**src/rtl/alu_seq_pkg.sv**
```systemverilog
// Shared opcode encodings and sequencer state type for the ALU self-test sweep.
package alu_seq_pkg;

    localparam logic [1:0] OP_ADD  = 2'b00;
    localparam logic [1:0] OP_SUB  = 2'b01;
    localparam logic [1:0] OP_NAND = 2'b10;
    localparam logic [1:0] OP_ROL  = 2'b11;

    typedef enum logic [1:0] {
        IDLE  = 2'b00,
        RUN   = 2'b01,
        DRAIN = 2'b10,
        DONE  = 2'b11
    } state_t;

endpackage

```
**src/rtl/alu_seq_if.sv**
```systemverilog
// Control/result bundle of the sweep top; the consumer drives start and observes the rest.
interface alu_seq_if #(
    parameter int WIDTH = 7
);
    logic             start;
    logic             busy;
    logic             done;
    logic [WIDTH-1:0] A;
    logic [WIDTH-1:0] B;
    logic [1:0]       OP;
    logic [WIDTH-1:0] R;
    logic             r_valid;
    logic             carry;
    logic             zero;
    logic [WIDTH-1:0] sig;
    logic             flag;

    modport master (
        output start,
        input  busy, done, A, B, OP, R, r_valid, carry, zero, sig, flag
    );

    modport slave (
        input  start,
        output busy, done, A, B, OP, R, r_valid, carry, zero, sig, flag
    );
endinterface

```
**src/rtl/alu_core.sv**
```systemverilog
// Combinational WIDTH-bit ALU: ADD, SUB (carry = borrow), NAND, rotate-left by B mod WIDTH.
module alu_core
    import alu_seq_pkg::*;
#(
    parameter int WIDTH = 7
) (
    input  logic [WIDTH-1:0] A,
    input  logic [WIDTH-1:0] B,
    input  logic [1:0]       OP,
    output logic [WIDTH-1:0] R,
    output logic             carry
);
    localparam int SH_W = $clog2(WIDTH);

    logic [WIDTH:0]   sum;
    logic [WIDTH:0]   diff;
    logic [SH_W-1:0]  sh;

    assign sum  = {1'b0, A} + {1'b0, B};
    // Top bit of the widened difference is set exactly when A < B.
    assign diff = {1'b0, A} - {1'b0, B};
    assign sh   = SH_W'(B % WIDTH);

    always_comb begin
        R     = '0;
        carry = 1'b0;
        case (OP)
            OP_ADD: begin
                R     = sum[WIDTH-1:0];
                carry = sum[WIDTH];
            end
            OP_SUB: begin
                R     = diff[WIDTH-1:0];
                carry = diff[WIDTH];
            end
            OP_NAND: R = ~(A & B);
            OP_ROL:  R = (A << sh) | (A >> (WIDTH - sh));
            default: R = '0;
        endcase
    end
endmodule

```
**src/rtl/alu_seq_top.sv**
```systemverilog
// Sweeps all four opcodes over NUM_VEC generated operand pairs, registers each result and folds it into a rotating signature.
module alu_seq_top
    import alu_seq_pkg::*;
#(
    parameter int               WIDTH   = 7,
    parameter int               NUM_VEC = 16,
    parameter logic [WIDTH-1:0] A0      = '0,
    parameter logic [WIDTH-1:0] B0      = WIDTH'(1),
    parameter int               STEP_A  = 1,
    parameter int               STEP_B  = 3,
    parameter logic [WIDTH-1:0] EXP_SIG = '0
) (
    input  logic     clk,
    input  logic     rst,
    alu_seq_if.slave bus
);
    localparam int IDX_W = (NUM_VEC > 1) ? $clog2(NUM_VEC) : 1;

    state_t           state, state_nxt;
    logic [IDX_W-1:0] idx;
    logic [WIDTH-1:0] a_q, b_q;
    logic [1:0]       op_q;
    logic [WIDTH-1:0] alu_r, r_q, sig_q, sig_nxt;
    logic             alu_c, carry_q, zero_q, r_valid_q, flag_q;
    logic             accept, last_vec;

    assign accept   = (state == IDLE) && bus.start;
    assign last_vec = (idx == IDX_W'(NUM_VEC - 1));
    assign sig_nxt  = {sig_q[WIDTH-2:0], sig_q[WIDTH-1]} ^ r_q;

    alu_core #(.WIDTH(WIDTH)) u_alu (
        .A     (a_q),
        .B     (b_q),
        .OP    (op_q),
        .R     (alu_r),
        .carry (alu_c)
    );

    always_ff @(posedge clk or negedge rst) begin
        if (!rst) state <= IDLE;
        else      state <= state_nxt;
    end

    always_comb begin
        state_nxt = state;
        case (state)
            IDLE:    if (bus.start) state_nxt = RUN;
            RUN:     if (last_vec && op_q == OP_ROL) state_nxt = DRAIN;
            DRAIN:   state_nxt = DONE;
            DONE:    state_nxt = IDLE;
            default: state_nxt = IDLE;
        endcase
    end

    // Operand generator: the index wrap also rewinds A/B and advances the opcode.
    always_ff @(posedge clk or negedge rst) begin
        if (!rst) begin
            idx  <= '0;
            a_q  <= A0;
            b_q  <= B0;
            op_q <= OP_ADD;
        end else if (accept) begin
            idx  <= '0;
            a_q  <= A0;
            b_q  <= B0;
            op_q <= OP_ADD;
        end else if (state == RUN) begin
            if (last_vec) begin
                idx  <= '0;
                a_q  <= A0;
                b_q  <= B0;
                op_q <= op_q + 2'd1;
            end else begin
                idx  <= idx + IDX_W'(1);
                a_q  <= a_q + WIDTH'(STEP_A);
                b_q  <= b_q + WIDTH'(STEP_B);
            end
        end
    end

    always_ff @(posedge clk or negedge rst) begin
        if (!rst) begin
            r_q       <= '0;
            carry_q   <= 1'b0;
            zero_q    <= 1'b0;
            r_valid_q <= 1'b0;
        end else begin
            r_valid_q <= (state == RUN);
            if (state == RUN) begin
                r_q     <= alu_r;
                carry_q <= alu_c;
                zero_q  <= (alu_r == '0);
            end
        end
    end

    // The final result registers during DRAIN, so the flag compares the post-fold signature.
    always_ff @(posedge clk or negedge rst) begin
        if (!rst) begin
            sig_q  <= '0;
            flag_q <= 1'b0;
        end else if (accept) begin
            sig_q  <= '0;
            flag_q <= 1'b0;
        end else begin
            if (r_valid_q)        sig_q  <= sig_nxt;
            if (state == DRAIN)   flag_q <= (sig_nxt == EXP_SIG);
        end
    end

    assign bus.busy    = (state != IDLE);
    assign bus.done    = (state == DONE);
    assign bus.A       = a_q;
    assign bus.B       = b_q;
    assign bus.OP      = op_q;
    assign bus.R       = r_q;
    assign bus.r_valid = r_valid_q;
    assign bus.carry   = carry_q;
    assign bus.zero    = zero_q;
    assign bus.sig     = sig_q;
    assign bus.flag    = flag_q;
endmodule

```
**src/flat_wrapper.sv**
```systemverilog
// flat-port wrapper written by rule: the top's interface ports become plain ports
module alu_seq_top_flat import alu_seq_pkg::*;
#(
    parameter int               WIDTH   = 7,
    parameter int               NUM_VEC = 16,
    parameter logic [WIDTH-1:0] A0      = '0,
    parameter logic [WIDTH-1:0] B0      = WIDTH'(1),
    parameter int               STEP_A  = 1,
    parameter int               STEP_B  = 3,
    parameter logic [WIDTH-1:0] EXP_SIG = '0
)
  (clk, rst, bus_start, bus_busy, bus_done, bus_A, bus_B, bus_OP, bus_R, bus_r_valid, bus_carry, bus_zero, bus_sig, bus_flag);
  alu_seq_if #(.WIDTH(WIDTH)) bus_i ();
  input  logic clk;
  input  logic rst;
  input wire logic [$bits(bus_i.start)-1:0] bus_start;
  output wire logic [$bits(bus_i.busy)-1:0] bus_busy;
  output wire logic [$bits(bus_i.done)-1:0] bus_done;
  output wire logic [$bits(bus_i.A)-1:0] bus_A;
  output wire logic [$bits(bus_i.B)-1:0] bus_B;
  output wire logic [$bits(bus_i.OP)-1:0] bus_OP;
  output wire logic [$bits(bus_i.R)-1:0] bus_R;
  output wire logic [$bits(bus_i.r_valid)-1:0] bus_r_valid;
  output wire logic [$bits(bus_i.carry)-1:0] bus_carry;
  output wire logic [$bits(bus_i.zero)-1:0] bus_zero;
  output wire logic [$bits(bus_i.sig)-1:0] bus_sig;
  output wire logic [$bits(bus_i.flag)-1:0] bus_flag;
  assign bus_i.start = bus_start;
  assign bus_busy = bus_i.busy;
  assign bus_done = bus_i.done;
  assign bus_A = bus_i.A;
  assign bus_B = bus_i.B;
  assign bus_OP = bus_i.OP;
  assign bus_R = bus_i.R;
  assign bus_r_valid = bus_i.r_valid;
  assign bus_carry = bus_i.carry;
  assign bus_zero = bus_i.zero;
  assign bus_sig = bus_i.sig;
  assign bus_flag = bus_i.flag;
  alu_seq_top #(.WIDTH(WIDTH), .NUM_VEC(NUM_VEC), .A0(A0), .B0(B0), .STEP_A(STEP_A), .STEP_B(STEP_B), .EXP_SIG(EXP_SIG)) u_core (.clk(clk), .rst(rst), .bus(bus_i));
endmodule
```
**config.mk**
```make
export PLATFORM = sky130hd
export DESIGN_NAME = alu_seq_top_flat
export DESIGN_NICKNAME = d
export VERILOG_FILES = /design/src/rtl/alu_seq_pkg.sv /design/src/rtl/alu_seq_if.sv /design/src/rtl/alu_core.sv /design/src/rtl/alu_seq_top.sv /design/src/flat_wrapper.sv
export SDC_FILE = /design/constraint.sdc
export NUM_CORES = 1
export LEC_CHECK = 0
export CORE_ASPECT_RATIO = 1.2
export CORE_MARGIN = 10
export CORE_UTILIZATION = 37
export CTS_CLUSTER_DIAMETER = 150
export DETAILED_ROUTE_END_ITERATION = 10
export DONT_BUFFER_PORTS = 1
export SKIP_CTS_REPAIR_TIMING = 1
export SLEW_MARGIN = 0
export SYNTH_ARGS = -nofsm -noshare
export SYNTH_HDL_FRONTEND = slang
export SYNTH_HIERARCHICAL = 1
export SYNTH_SLANG_ARGS = --single-unit
```
**constraint.sdc**
```tcl
create_clock -name clk -period 9.9 [get_ports clk]
set_clock_uncertainty 0.15 [all_clocks]
set_input_delay 2.475 -clock clk [delete_from_list [all_inputs] [get_ports clk]]
set_output_delay 2.475 -clock clk [all_outputs]
set_load 0.03 [all_outputs]
```
== After elaboration in Yosys (flattened, before gate mapping) ==
Cells that the tools add are included.

* $add $sub $neg: 7
* Divide/modulo/power cells: 1
* Equality and inequality tests: 9
* Shifts and indexed selects: 2
* Mux-type cells: 21
* Bitwise gates (word level): 4
* Reductions and logical operators: 13

{| class="wikitable"
|+ Operators by type and width
! kind !! number
|-
| $mux 7 || 8
|-
| $mod 7x3->32 const B || 1
|-
| $shr 7x32->7 || 1
|-
| $pmux 7 s4 || 1
|-
| $logic_not 7->1 || 2
|-
| $mux 4 || 3
|-
| $mux 2 || 5
|-
| $reduce_bool 2->1 || 5
|-
| $add 7x7->8 || 1
|-
| $eq 2x2->1 const B || 4
|-
| $pmux 2 s4 || 1
|-
| $sub 7x7->8 || 1
|-
| $add 7x1->7 const B || 1
|-
| $add 7x2->7 const B || 1
|-
| $and 7x7->7 || 1
|-
| $not 7->7 || 1
|-
| $or 7x7->7 || 1
|-
| $shl 7x3->7 || 1
|-
| $xor 7x7->7 || 1
|-
| $add 4x1->4 const B || 1
|-
| $eq 2x1->1 const B || 2
|-
| $eq 4x4->1 const B || 1
|-
| $logic_not 2->1 || 2
|-
| $reduce_and 2->1 || 2
|-
| 7 further kinds || 9
|}

* Register bits: 40
* Output and inout port bits: 36

== Longest topological paths before layout ==
* Depth after elaboration: 6
* Gate-level depth with buffers: 25
* Gate-level depth less buffers: 23

== By module ==
Netlist, hierarchy kept.

{| class="wikitable"
|+ Modules (own cells, without submodules)
! module !! instances !! cells an instance !! area each (µm²)
|-
| alu_seq_top || 1 || 183 || 1,949.4
|-
| alu_core || 1 || 240 || 1,751.7
|}

== Worst setup path after synthesis ==
No wires, ideal clock.

* Path kind: reg2reg
* From: register u_core.b_q[4], in the netlist u_core/bus.B[4]
* To: register u_core.zero_q, in the netlist u_core/bus.zero
* Setup time: 0.083 ns
* Arrival time: 4.823 ns
* Path slack: 4.845 ns
* Stages on the path, launching flop included: 22
* Path buffers: 1
* Clock period less this slack: 5.055 ns
* Path through: dfrtp_1 > and2_4 > ha_1 > nand4b_2 > xnor2_1 > a2bb2oi_2 > mux2i_2 > o211ai_2 > xnor2_2 > buf_2 > ha_1 > a21oi_1 > o21a_1 > o21ai_2 > nor2_4 > and3_1 > a31oi_1 > o221ai_1 > a221o_1 > nor4_1 > nand3_1 > o21ai_0

* Cells in the longest elaborated chain, start to end: 6

{| class="wikitable"
|+ RTL lines
! item !! line !! text
|-
| start, declared || alu_seq_top.sv:21 || <nowiki>logic [WIDTH-1:0] a_q, b_q;</nowiki>
|-
| start signal, assigned || alu_seq_top.sv:76 || <nowiki>b_q <= b_q + WIDTH'(STEP_B);</nowiki>
|-
| $mod 7x3->32 * || alu_core.sv:22 || <nowiki>assign sh = SH_W'(B % WIDTH);</nowiki>
|-
| $sub 3x3->4 || alu_core.sv:37 || <nowiki>OP_ROL: R = (A << sh) | (A >> (WIDTH - sh));</nowiki>
|-
| $shr 7x32->7 || alu_core.sv:37 ||
|-
| $or 7x7->7 * || alu_core.sv:37 ||
|-
| $pmux 7 s4 * || alu_core.sv:27 || <nowiki>case (OP)</nowiki>
|-
| named net u_core.alu_r[2] || alu_seq_top.sv:23 || <nowiki>logic [WIDTH-1:0] alu_r, r_q, sig_q, sig_nxt;</nowiki>
|-
| $logic_not 7->1 * || alu_seq_top.sv:92 || <nowiki>zero_q <= (alu_r == '0);</nowiki>
|-
| end signal, assigned || alu_seq_top.sv:92 ||
|-
| end, declared || alu_seq_top.sv:24 || <nowiki>logic alu_c, carry_q, zero_q, r_valid_q, flag_q;</nowiki>
|}

Mark *: on every way through the listed nets, which the timed path passes. The rest lies on a longest branch.
A chain may end at the register's enable or synchronous reset.

== Final worst setup path ==
* From: register u_core.b_q[5], in the netlist u_core/bus.B[5]
* To: register u_core.zero_q, in the netlist u_core/bus.zero

The elaborated chain is that of the path after synthesis.

==> results.txt <==
outcome = completed
depth of the CTS H-tree = 2
distinct cell type count of the synthesized netlist = 70
height of the die = 130 um
clock tree from TritonCTS = built
layout filler cell count = 987
Peak VDD IR = 0.160 mV
Net count, final = 442
Core Area = 9660 um2
cell chosen for the clock root = sky130_fd_sc_hd__clkbuf_16
pre-CTS setup slack = 4.02 ns
sequential share of the synthesized area = 0.271
diode count = 0
Post-Syn Area = 3700 um2
fin util = 0.406
Die Width = 111 um
top cells by area, synth = sky130_fd_sc_hd__dfrtp_1 26%, sky130_fd_sc_hd__ha_1 8.8%, sky130_fd_sc_hd__mux2i_1 4.3%
Max Buffers Root-to-Sink = 2
Post-DP HPWL = 7420 um
number of flops mapped to enable cells by yosys = 0
number of max-cap violations = 0
remaining antenna violation count after routing = 0
Slew Limit Fails = 0
fraction of post-synthesis cell area in the top cell type by area = 0.264
initial cell density of the core = 0.383
first-pass GRT wire length = 16200 um
clock transition at the registers of the reported paths = 0.06 ns
area share of fa/ha/maj cells after synthesis = 0.0987
max-slew headroom at the worst pin = 0.443
leakage power total = 0.00162 uW
number of global-route vias before repair = 3057
total detailed-routing wirelength = 9880 um
Final Non-Filler Cells = 535
Max Freq = 0.169 GHz
flip-flop and latch count after synthesis = 40
number of ports placed on the die boundary = 39
Syn Area/Cell = 8.75 um2
most common flop cell mapped by yosys = sky130_fd_sc_hd__dfrtp_1
Compound-Gate Fraction of Synth Area = 0.256
dominant combinational cell family by area after synthesis = compound AO/OA/AOI/OAI gates
CP max FO = 18
share of post-route cells with drive strength above 1 = 0.102
worst endpoint data arrival time = 5.97 ns
final total power = 1400 uW
Final Hold Vio Count = 0
Setup-failing EPs final = 0
overall overflow remaining after global route = 0
final period demand of the worst path = 5.92 ns
nature of the critical path endpoint = register
Worst Setup Start Kind = register
initial antenna violation count = 0
count of warnings emitted by yosys = 6
final setup slack of the worst path = 3.98 ns
TritonCTS Buffers = 5
Placement Rows = 39
number of vias after detailed routing = 3251
area leader, netlist = sky130_fd_sc_hd__dfrtp_1
cell count after placement = 527
Setup TNS = 0 ns
number of instances in the synthesized netlist = 423
largest net degree at the start of global routing = 41
total global routing track utilization = 0.132
fraction of synthesized cell area in xor and xnor cells = 0.0490
share of cell area taken by muxes after synthesis = 0.0926
Vias/cell = 6.08
kind of critical path = register to register
post-synthesis to final-layout area growth = 6.02%
pin slew with the least headroom to its limit = 0.836 ns
synthesized netlist net count = 454
area of the die = 14400 um2
unrepaired setup endpoints after global routing = false
required time reported for the critical path endpoint = 9.95 ns
Port Buf Inserts = 0
insertion delay of the later-clocked pin in the worst-skew pair = 0.28 ns
simple logic cell fraction of the synthesized area = 0.176
pwr/cell area = 357 nW/um2
Detailed Routing Iterations Pass 1 = 5
hold crit path type = register to register
DRC errors left = 0
WL/cell = 18.5 um
Final period util = 0.598
GP Congestion = 0.880
number of DRC violations after detailed-routing iteration 0 = 290
FFs w/ async S/R, synth = 1.00
count of clock tree sinks = 40
[logic make-up after synthesis]
kind of cell	Yosys count
AO/OA/AOI/OAI	132
AND/OR/NAND/NOR	128
buffers and inverters	46
flip-flops	40
multiplexers	30
adder cells (fa/ha/maj)	28
XOR/XNOR	19
[layer usage]
metal  part of all wire  track usage
met1               0.42        0.158
met2               0.49        0.223
met3              0.045       0.0245
met4              0.042       0.0659
met5                  0            0
[cells in the final DEF, fill, tap and decap left out, types with 10 or more instances in the layout]
master / n
sky130_fd_sc_hd__a211oi_1: 13
sky130_fd_sc_hd__a21oi_1: 22
sky130_fd_sc_hd__dfrtp_1: 39
sky130_fd_sc_hd__ha_1: 26
sky130_fd_sc_hd__inv_1: 25
sky130_fd_sc_hd__mux2_2: 11
sky130_fd_sc_hd__mux2i_1: 16
sky130_fd_sc_hd__nand2_1: 27
sky130_fd_sc_hd__nand3_1: 12
sky130_fd_sc_hd__nor2_1: 38
sky130_fd_sc_hd__o21ai_0: 18
sky130_fd_sc_hd__xnor2_1: 10
[critical path: stages, from the launching register on]
cell and delay, ns:
sky130_fd_sc_hd__dfrtp_1 0.84, sky130_fd_sc_hd__and2_4 0.29, sky130_fd_sc_hd__ha_1 0.30, sky130_fd_sc_hd__nand4b_2 0.18, sky130_fd_sc_hd__mux2i_1 0.16, sky130_fd_sc_hd__nor2_1 0.21
sky130_fd_sc_hd__mux2i_1 0.41, sky130_fd_sc_hd__o211ai_2 0.19, sky130_fd_sc_hd__xnor2_2 0.58, sky130_fd_sc_hd__ha_1 0.38, sky130_fd_sc_hd__a21oi_1 0.10, sky130_fd_sc_hd__o21a_1 0.20
sky130_fd_sc_hd__o21ai_2 0.33, sky130_fd_sc_hd__nor2_4 0.13, sky130_fd_sc_hd__and3_1 0.21, sky130_fd_sc_hd__a31oi_1 0.15, sky130_fd_sc_hd__o221ai_1 0.16, sky130_fd_sc_hd__a221o_1 0.38
sky130_fd_sc_hd__nor4_1 0.27, sky130_fd_sc_hd__nand3_1 0.10, sky130_fd_sc_hd__o21ai_0 0.10
[cell usage after synthesis, drive strengths merged, types with 2 or more instances]
cell type and count:
and2 8, nand3 12, o31ai 5, a221oi 3, a21o 9, or2 3, nand2b 5, mux2i 17
buf 12, a41oi 4, o211ai 8, o21a 3, a22o 2, or3 7, nand4 4, nor3 6
xor2 7, nor2 39, a21oi 24, a31oi 8, o22a 3, o21ai 19, nor4 3, nand3b 2
a221o 3, a31o 2, o221ai 2, xnor2 12, o21bai 2, o22ai 9, mux2 11, nand2 27
a21boi 2, and3 5, a311oi 2, dfrtp 39, ha 26, inv 25, mux4 2, a2bb2oi 2
nor2b 4, fa 2, a211oi 14, clkbuf 9
[sequential cells by signal, indices dropped and copies added, names as in the netlist]
signal / cells
u_core/idx: 4
u_core/bus.A: 7
u_core/bus.R: 7
u_core/bus.OP: 2
u_core/bus.zero: 1
u_core/bus.B: 7
u_core/bus.r_valid: 1
u_core/bus.carry: 1
u_core/bus.sig: 7
u_core/bus.flag: 1
u_core/state: 2
[through the flow]
stage	hold WS, ns	area, um2
2_1_floorplan	0.336	3700
3_3_place_gp	0.370	3760
3_5_place_dp	0.373	3760
4_1_cts	0.385	3920
5_1_grt	0.455	3920
6_report	0.388	3920
[power by group]
group	switching [uW]	internal [uW]	leakage, uW	total (uW)
logic	456	335	0.00102	791
registers	209	218	0.000520	427
clock network	65.3	118	0.0000798	184
total	731	671	0.00162	1400
[worst paths after layout]
kind	start	to	slack [ns]	cells past startpoint
setup / recovery	u_core/bus.B[5]$_DFFE_PN0P_	u_core/bus.zero$_DFFE_PN0P_	3.98	20
min in group asynchronous	rst	u_core/idx[1]$_DFFE_PN0P_	1.73	0
hold / removal	u_core/idx[0]$_DFFE_PN0P_	u_core/idx[0]$_DFFE_PN0P_	0.39	1
max in group asynchronous	rst	u_core/bus.B[0]$_DFFE_PN1P_	7.68	0
setup reg to reg	u_core/bus.B[5]$_DFFE_PN0P_	u_core/bus.zero$_DFFE_PN0P_	3.98	20
hold reg to reg	u_core/idx[0]$_DFFE_PN0P_	u_core/idx[0]$_DFFE_PN0P_	0.39	1
[layout make-up]
cell class	count	area [um2]	share of cell area
multi-input cells	337	2490	0.635
flip-flops and latches	40	1000	0.255
well taps	123	154	0.0392
clock buffers	5	125	0.0319
inverters	25	93.8	0.0239
clock inverters	3	42.5	0.0108
repair buffers	2	15.0	0.00383
No activity file was read; power rests on OpenSTA's default activity.
